==> src/rtl/change_dispenser.sv <==
// Coin hopper payout controller: pays a change amount greedily (2-unit coins, then 1-unit)
// using a strobe/ack handshake per coin. Define HOPPER_LOW_EN to add the tube2_empty input.
module change_dispenser #(
    parameter int AMT_W       = 4,
    parameter int PULSE_CYC   = 2,
    parameter int ACK_TIMEOUT = 15
) (
    input  logic             clk,
    input  logic             reset,
    input  logic             req,
    input  logic [AMT_W-1:0] amount,
    input  logic             hopper_ack,
`ifdef HOPPER_LOW_EN
    input  logic             tube2_empty,
`endif
    output logic             eject_1,
    output logic             eject_2,
    output logic             busy,
    output logic             done,
    output logic             fault,
    output logic [AMT_W-1:0] remaining
);

    localparam int PW = $clog2(PULSE_CYC + 1);
    localparam int WW = $clog2(ACK_TIMEOUT + 1);
    localparam logic [PW-1:0] PULSE_LAST = PW'(PULSE_CYC);
    localparam logic [WW-1:0] WAIT_LAST  = WW'(ACK_TIMEOUT);

    typedef enum logic [2:0] {IDLE, EJECT, WAIT_ACK, DONE, FAULT} state_t;

    state_t           state;
    logic [PW-1:0]    pulse_cnt;
    logic [WW-1:0]    wait_cnt;
    logic             coin_two;
    logic             acked;
    logic             no_two;
    logic             ack_now;
    logic             start_two;
    logic [AMT_W-1:0] coin_val;
    logic [AMT_W-1:0] paid;
    logic [AMT_W-1:0] rem_after;
    logic [AMT_W-1:0] start_val;

`ifdef HOPPER_LOW_EN
    assign no_two = tube2_empty;
`else
    assign no_two = 1'b0;
`endif

    // Only the first ack of a coin slot counts; the next coin is chosen from the owed balance.
    assign coin_val  = coin_two ? AMT_W'(2) : AMT_W'(1);
    assign paid      = remaining - coin_val;
    assign ack_now   = hopper_ack && !acked && (state == EJECT || state == WAIT_ACK);
    assign rem_after = ack_now ? paid : remaining;
    assign start_val = (state == IDLE) ? amount : rem_after;
    assign start_two = (start_val >= AMT_W'(2)) && !no_two;

    always_ff @(posedge clk) begin
        if (reset) begin
            state     <= IDLE;
            pulse_cnt <= '0;
            wait_cnt  <= '0;
            coin_two  <= 1'b0;
            acked     <= 1'b0;
            eject_1   <= 1'b0;
            eject_2   <= 1'b0;
            busy      <= 1'b0;
            done      <= 1'b0;
            fault     <= 1'b0;
            remaining <= '0;
        end else begin
            case (state)
                IDLE: begin
                    if (req) begin
                        if (amount != '0) begin
                            state     <= EJECT;
                            busy      <= 1'b1;
                            remaining <= amount;
                            coin_two  <= start_two;
                            eject_2   <= start_two;
                            eject_1   <= !start_two;
                            pulse_cnt <= PW'(1);
                            acked     <= 1'b0;
                        end else begin
                            state <= DONE;
                            done  <= 1'b1;
                        end
                    end
                end
                EJECT: begin
                    if (ack_now) begin
                        remaining <= paid;
                        acked     <= 1'b1;
                    end
                    if (pulse_cnt != PULSE_LAST) begin
                        pulse_cnt <= pulse_cnt + PW'(1);
                    end else if (!(acked || ack_now)) begin
                        state    <= WAIT_ACK;
                        eject_1  <= 1'b0;
                        eject_2  <= 1'b0;
                        wait_cnt <= WW'(1);
                    end else if (rem_after == '0) begin
                        state   <= DONE;
                        eject_1 <= 1'b0;
                        eject_2 <= 1'b0;
                        busy    <= 1'b0;
                        done    <= 1'b1;
                    end else begin
                        coin_two  <= start_two;
                        eject_2   <= start_two;
                        eject_1   <= !start_two;
                        pulse_cnt <= PW'(1);
                        acked     <= 1'b0;
                    end
                end
                WAIT_ACK: begin
                    if (ack_now) begin
                        remaining <= paid;
                        if (paid == '0) begin
                            state <= DONE;
                            busy  <= 1'b0;
                            done  <= 1'b1;
                        end else begin
                            state     <= EJECT;
                            coin_two  <= start_two;
                            eject_2   <= start_two;
                            eject_1   <= !start_two;
                            pulse_cnt <= PW'(1);
                            acked     <= 1'b0;
                        end
                    end else if (wait_cnt == WAIT_LAST) begin
                        state <= FAULT;
                        busy  <= 1'b0;
                        fault <= 1'b1;
                    end else begin
                        wait_cnt <= wait_cnt + WW'(1);
                    end
                end
                DONE: begin
                    done  <= 1'b0;
                    state <= IDLE;
                end
                FAULT: begin
                    state <= FAULT;
                end
                default: begin
                    state <= IDLE;
                end
            endcase
        end
    end

endmodule

==> config.mk <==
export PLATFORM = sky130hd
export DESIGN_NAME = change_dispenser
export DESIGN_NICKNAME = d
export VERILOG_FILES = /design/src/rtl/change_dispenser.sv
export SDC_FILE = /design/constraint.sdc
export NUM_CORES = 1
export LEC_CHECK = 0
export CORE_MARGIN = 2
export CORE_UTILIZATION = 62
export DETAILED_ROUTE_END_ITERATION = 6
export DONT_BUFFER_PORTS = 1
export PLACE_DENSITY_LB_ADDON = 0.05
export SLEW_MARGIN = 5
export SYNTH_ARGS = -nofsm -noshare
export SYNTH_HDL_FRONTEND = slang
export SYNTH_SLANG_ARGS = --single-unit
export TNS_END_PERCENT = 1
==> constraint.sdc <==
create_clock -name clk -period 3 [get_ports clk]
set_input_delay 0.6 -clock clk [delete_from_list [all_inputs] [get_ports clk]]
set_output_delay 0.6 -clock clk [all_outputs]
set_load 0.01 [all_outputs]
==> results of run 1 <==
logic make-up (layout without fill, tap and decap cells):
family	Yosys count	after routing	synth area share, %
simple gates	73	73	27.2
compound gates	61	61	30.2
flops	20	20	28.7
buf+inv	18	16	5.82
fa+ha+maj	4	4	4.12
xor+xnor	4	4	2.51
mux	2	2	1.43
layout by cell type (no fill, tap or decap), drive strengths merged, types with 2 or more instances in the layout:
cell type and instances:
a31o 3, o211ai 2, xnor2 2, a311oi 2, nor3 6, a21oi 21, or4 2, nor3b 2
nand2 18, o21a 2, a221oi 2, nand4 2, buf 3, nor2 19, nand2b 4, a211oi 4
nor2b 2, nor4 2, nand3b 3, o21ai 14, ha 3, dfxtp 20, mux2i 2, clkbuf 4
o211a 2, nand3 6, xor2 2, inv 9, or3 3
sequential cells by signal, summed over array words and instances, names as in the netlist:
register   cells
acked          1
busy           1
coin_two       1
done           1
eject_1        1
eject_2        1
fault          1
pulse_cnt      2
remaining      4
state          3
wait_cnt       4
critical path: stages, from the launching register on:
cell and delay [ns]:
dfxtp_2 0.38, inv_1 0.07, ha_1 0.22, fa_1 0.55
nand2_1 0.09, or4_4 0.47, a211oi_4 0.34, a21oi_2 0.10
a2111oi_2 0.34, o21a_1 0.14
worst paths after layout:
check                                 start                   end  slack, ns  cells past startpoint
setup / recovery  remaining[0]$_SDFFE_PP0P_     done$_SDFFE_PP0P_       0.25                      9
hold / removal                        reset  eject_1$_SDFFE_PP0P_       0.34                      1
setup reg to reg  remaining[0]$_SDFFE_PP0P_     done$_SDFFE_PP0P_       0.25                      9
hold reg to reg        eject_1$_SDFFE_PP0P_  eject_1$_SDFFE_PP0P_       0.51                      2
stage by stage:
stage          setup WS, ns  hold WS [ns]
3_3_place_gp          0.274         0.489
4_1_cts               0.129         0.334
2_1_floorplan         0.377         0.480
6_report              0.249         0.342
5_1_grt              0.0577         0.325
3_5_place_dp          0.195         0.504
per-layer routing:
metal  global-route usage (%)  vias up  share of wire (%)
li1                         -      662                  -
met1                     40.4      624                 46
met2                     42.3       63                 44
met3                     4.68        9                7.7
met4                     9.65        0                2.0
met5                        0        -                  0
cells in the mapped netlist, types with 2 or more instances:
master | n | area, um^2
a211oi_1 | 3 | 22.5
a21oi_1 | 20 | 100
a221oi_1 | 2 | 17.5
a311oi_1 | 2 | 17.5
a31o_2 | 3 | 26.3
buf_2 | 2 | 10.0
clkbuf_1 | 5 | 18.8
dfxtp_1 | 20 | 400
ha_1 | 3 | 37.5
inv_1 | 9 | 33.8
mux2i_1 | 2 | 20.0
nand2_1 | 18 | 67.6
nand2b_1 | 4 | 25.0
nand3_1 | 6 | 30.0
nand3b_1 | 3 | 22.5
nand4_1 | 2 | 12.5
nor2_1 | 18 | 67.6
nor2b_1 | 2 | 12.5
nor3_1 | 5 | 25.0
nor3b_1 | 2 | 15.0
nor4_1 | 2 | 12.5
o211a_1 | 2 | 20.0
o211ai_1 | 2 | 15.0
o21a_1 | 2 | 15.0
o21ai_0 | 14 | 70.1
or3_1 | 2 | 12.5
xnor2_1 | 2 | 17.5
xor2_1 | 2 | 17.5
report_power, final:
part | internal [mW] | switching (mW)
registers | 0.307 | 0.0644
logic | 0.185 | 0.274
clock network | 0.0741 | 0.0870
total | 0.567 | 0.426
timing repair:
action | in CTS | in global routing
endpoints found under the setup margin | 0 | 2
setup buffers | 0 | 2
hold endpoints to repair | 0 | 0
gates resized for setup | 0 | 1
layout make-up:
class	count	area [um^2]	share of cell area, %
clock buffers	4	36.3	2.51
inverters	9	33.8	2.34
multi-input cells	144	915	63.3
flip-flops and latches	20	402	27.8
well taps	28	35.0	2.43
repair buffers	3	22.5	1.56
==> results_dict.tcl, run 1 <==
set metrics [dict create \
    drive_above_1_share_pct 11.1 \
    cts-root-buf "clkbuf_4" \
    total_power_mw 0.993 \
    die_w_um 51.5 \
    drtIter0Drc 49 \
    nNetsFinal 193 \
    drt_first_pass_iters 4 \
    crit_path_end_kind "flip-flop" \
    dp_hpwl_um 2340 \
    crit_required_ns 3.26 \
    grt_pass1_vias 1186 \
    postPlaceCellArea_um2 1390 \
    worstHoldPathType "in -> reg" \
    power_density_nw_per_um2 687 \
    clk_latency_ns 0.31 \
    numPortBuffers 0 \
    critPathLaunchType "flip-flop" \
    area_growth_syn_to_layout_pct 3.40 \
    cts_buffers 3 \
    viasPerCell 6.53 \
    ant_nets 0 \
    finalSetupViolations 0 \
    dpl.cell_count 202 \
    wl_per_cell_um 15.9 \
    pin_count 17 \
    antenna_found_initial 0 \
    synth_area_um2 1400 \
    gr-total-overflow 0 \
    finish.utilization_pct 66.6 \
    worstMarginPinSlew_ns 0.893 \
    n_fill_cell 194 \
    hold_viol 0 \
    antennaDiodeCount 0 \
    netlist_instances 182 \
    status "finished clean" \
    clkTransAtPathRegs_ns 0.12 \
    yosysWarningCount 0 \
    via_count 1358 \
    skew_ns 0.00315 \
    drv_cap 0 \
    avgSynthCellArea_um2 7.67 \
    finalNonFillerCells 208 \
    fin_area_um2 1440 \
    power_leakage_nw 0.503 \
    start_util_pct 64.4 \
    cts_hold_buf 0 \
    ir_drop_v 0.000491 \
    row_count 17 \
    synthArstFlopShare_pct 0 \
    relSlewSlack_pct 40.1 \
    dieArea_um2 2650 \
    synth_edf_count 0 \
    min_period_ns 2.75 \
    synth_flop_cell "dfxtp_1" \
    clock-sinks 20 \
    drc_errors 0 \
    clockBufferDepth 2 \
    fin_setup_tns_ns 0 \
    fmax_mhz 364 \
    grt_pass1_wl_um 5600 \
    place_congestion 0.852 \
    finalCritPeriodShare_pct 91.7 \
    finalMaxSlewViolations 0 \
    coreArea_um2 2170 \
    gr-usage-all-layers_pct 28.1 \
    path_class "reg -> reg" \
    wl_um 3310 \
    fp.dieH_um 51.5 \
    ys_ff_latch 20 \
    htreeDepth 1 \
    rsz0062_at_grt "false" \
    cts_tree "done" \
    grt_max_degree 21 \
    yosysSeqAreaShare_pct 28.7 \
    worstPathMaxFanout 6 \
    ys_types 51 \
    synthesis.nets 194 \
    crit_arrival_ns 3.01 \
]
Note: power is estimated with default switching activity, not from simulation.
==> run 2: changes to the inputs <==
- REMOVE_ABC_BUFFERS: unset -> 1
==> results_dict.tcl, run 2 (same netlist as run 1, synthesis figures left out) <==
set metrics [dict create \
    worstMarginPinSlew_ns 0.864 \
    drtIter0Drc 39 \
    drive_above_1_share_pct 9.04 \
    gr-total-overflow 0 \
    wl_um 3230 \
    crit_path_end_kind "flip-flop" \
    clock-sinks 20 \
    gr-usage-all-layers_pct 27.3 \
    dieArea_um2 2650 \
    finalMaxSlewViolations 0 \
    cts_hold_buf 0 \
    regArea_um2 400 \
    hold_slack_ns 0.333 \
    htreeDepth 1 \
    clkTransAtPathRegs_ns 0.13 \
    fin_area_um2 1440 \
    ir_drop_v 0.000458 \
    final_cell_mix "20 x a21oi_1, 20 x dfxtp_1, 18 x nand2_1, 18 x nor2_1, 14 x o21ai_0" \
    drc_errors 0 \
    crit_required_ns 3.27 \
    cts_tree "done" \
    finalCritPeriodShare_pct 96.2 \
    drt_first_pass_iters 4 \
    critPathLaunchType "flip-flop" \
    cpLargestDelayFamily "compound AO/OA/AOI/OAI gates" \
    via_count 1339 \
    fp.dieH_um 51.5 \
    critPathBufInv 1 \
    cts-root-buf "clkbuf_4" \
    nNetsFinal 190 \
    fin_setup_tns_ns 0 \
    ctsResizeCount 0 \
    antennaDiodeCount 0 \
    dpl.cell_count 201 \
    finish.utilization_pct 66.2 \
    relSlewSlack_pct 42.1 \
    finalNonFillerCells 205 \
    pin_count 17 \
    dp_hpwl_um 2330 \
    viasPerCell 6.53 \
    grt_pass1_vias 1229 \
    finalSetupViolations 0 \
    row_count 17 \
    min_period_ns 2.89 \
    multiInputGateArea_um2 915 \
    grt_pass1_wl_um 5460 \
    fmax_mhz 347 \
    critical_path.slowest_cell "fa_1" \
    ant_nets 0 \
    start_util_pct 64.4 \
    coreArea_um2 2170 \
    drv_cap 0 \
    hold_viol 0 \
    numPortBuffers 0 \
    skew_ns 0.00534 \
    worstHoldPathType "in -> reg" \
    status "finished clean" \
    clk_latency_ns 0.31 \
    path_class "reg -> reg" \
    reg_top3 "remaining x4, wait_cnt x4, state x3" \
    clockBufferDepth 2 \
    power_density_nw_per_um2 726 \
    die_w_um 51.5 \
    postPlaceCellArea_um2 1380 \
    n_fill_cell 215 \
    grt_max_degree 21 \
    area_growth_syn_to_layout_pct 2.87 \
    place_congestion 0.902 \
    wl_per_cell_um 15.8 \
    cts_buffers 3 \
    rsz0062_at_grt "false" \
    critPathMaxStageDelay_ns 0.55 \
    power_leakage_nw 0.495 \
    crit_arrival_ns 3.15 \
    path_cells "inv_1, ha_1, fa_1, nand2_1, or4_4, a211oi_4, a21oi_2, a2111oi_2, o21a_1" \
    post_cts_buffers 0 \
    antenna_found_initial 0 \
    worstPathMaxFanout 6 \
]
## run 2: layer usage
layer / part of all wire (%) / track usage, % / vias up
met2: 49 / 47.2 / 48
met1: 44 / 34.8 / 627
met3: 6.1 / 3.51 / 8
met5: 0 / 0 / -
li1: - / - / 656
met4: 1.6 / 9.21 / 0
## run 2: final timing paths
check,slack [ns],cells past startpoint,from,to
min,0.33,1,reset,wait_cnt[0]$_SDFFE_PP0P_
min reg2reg,0.51,2,eject_1$_SDFFE_PP0P_,eject_1$_SDFFE_PP0P_
max,0.11,9,remaining[0]$_SDFFE_PP0P_,done$_SDFFE_PP0P_
max reg2reg,0.11,9,remaining[0]$_SDFFE_PP0P_,done$_SDFFE_PP0P_
## run 2: final cells by class
class                      count  area share [%]
clock buffer                   3            1.57
multi-input combinational    144            63.7
inverter                       9            2.35
sequential                    20            27.9
tap                           28            2.44
clock inverter                 1            2.09
## run 2: power breakdown
group	leakage [nW]	internal [mW]	switching [mW]
clock	0.0279	0.135	0.0943
combinational	0.303	0.178	0.262
sequential	0.164	0.306	0.0678
## run 2: worst reg2reg max path: cells and delay by family, from the launching register on
kind / cells / cell delay (ns)
adder cells (fa/ha/maj): 2 / 0.77
flip-flops: 1 / 0.41
AND/OR/NAND/NOR: 2 / 0.55
buffers and inverters: 1 / 0.09
AO/OA/AOI/OAI: 4 / 1.03
## run 2: per-stage QoR
stage	setup WS (ns)	total power, mW
floorplan	0.366	0.725
global placement	0.239	0.799
detailed placement	0.175	0.812
CTS	0.127	1.04
global route	0.0136	1.11
finish	0.114	1.04
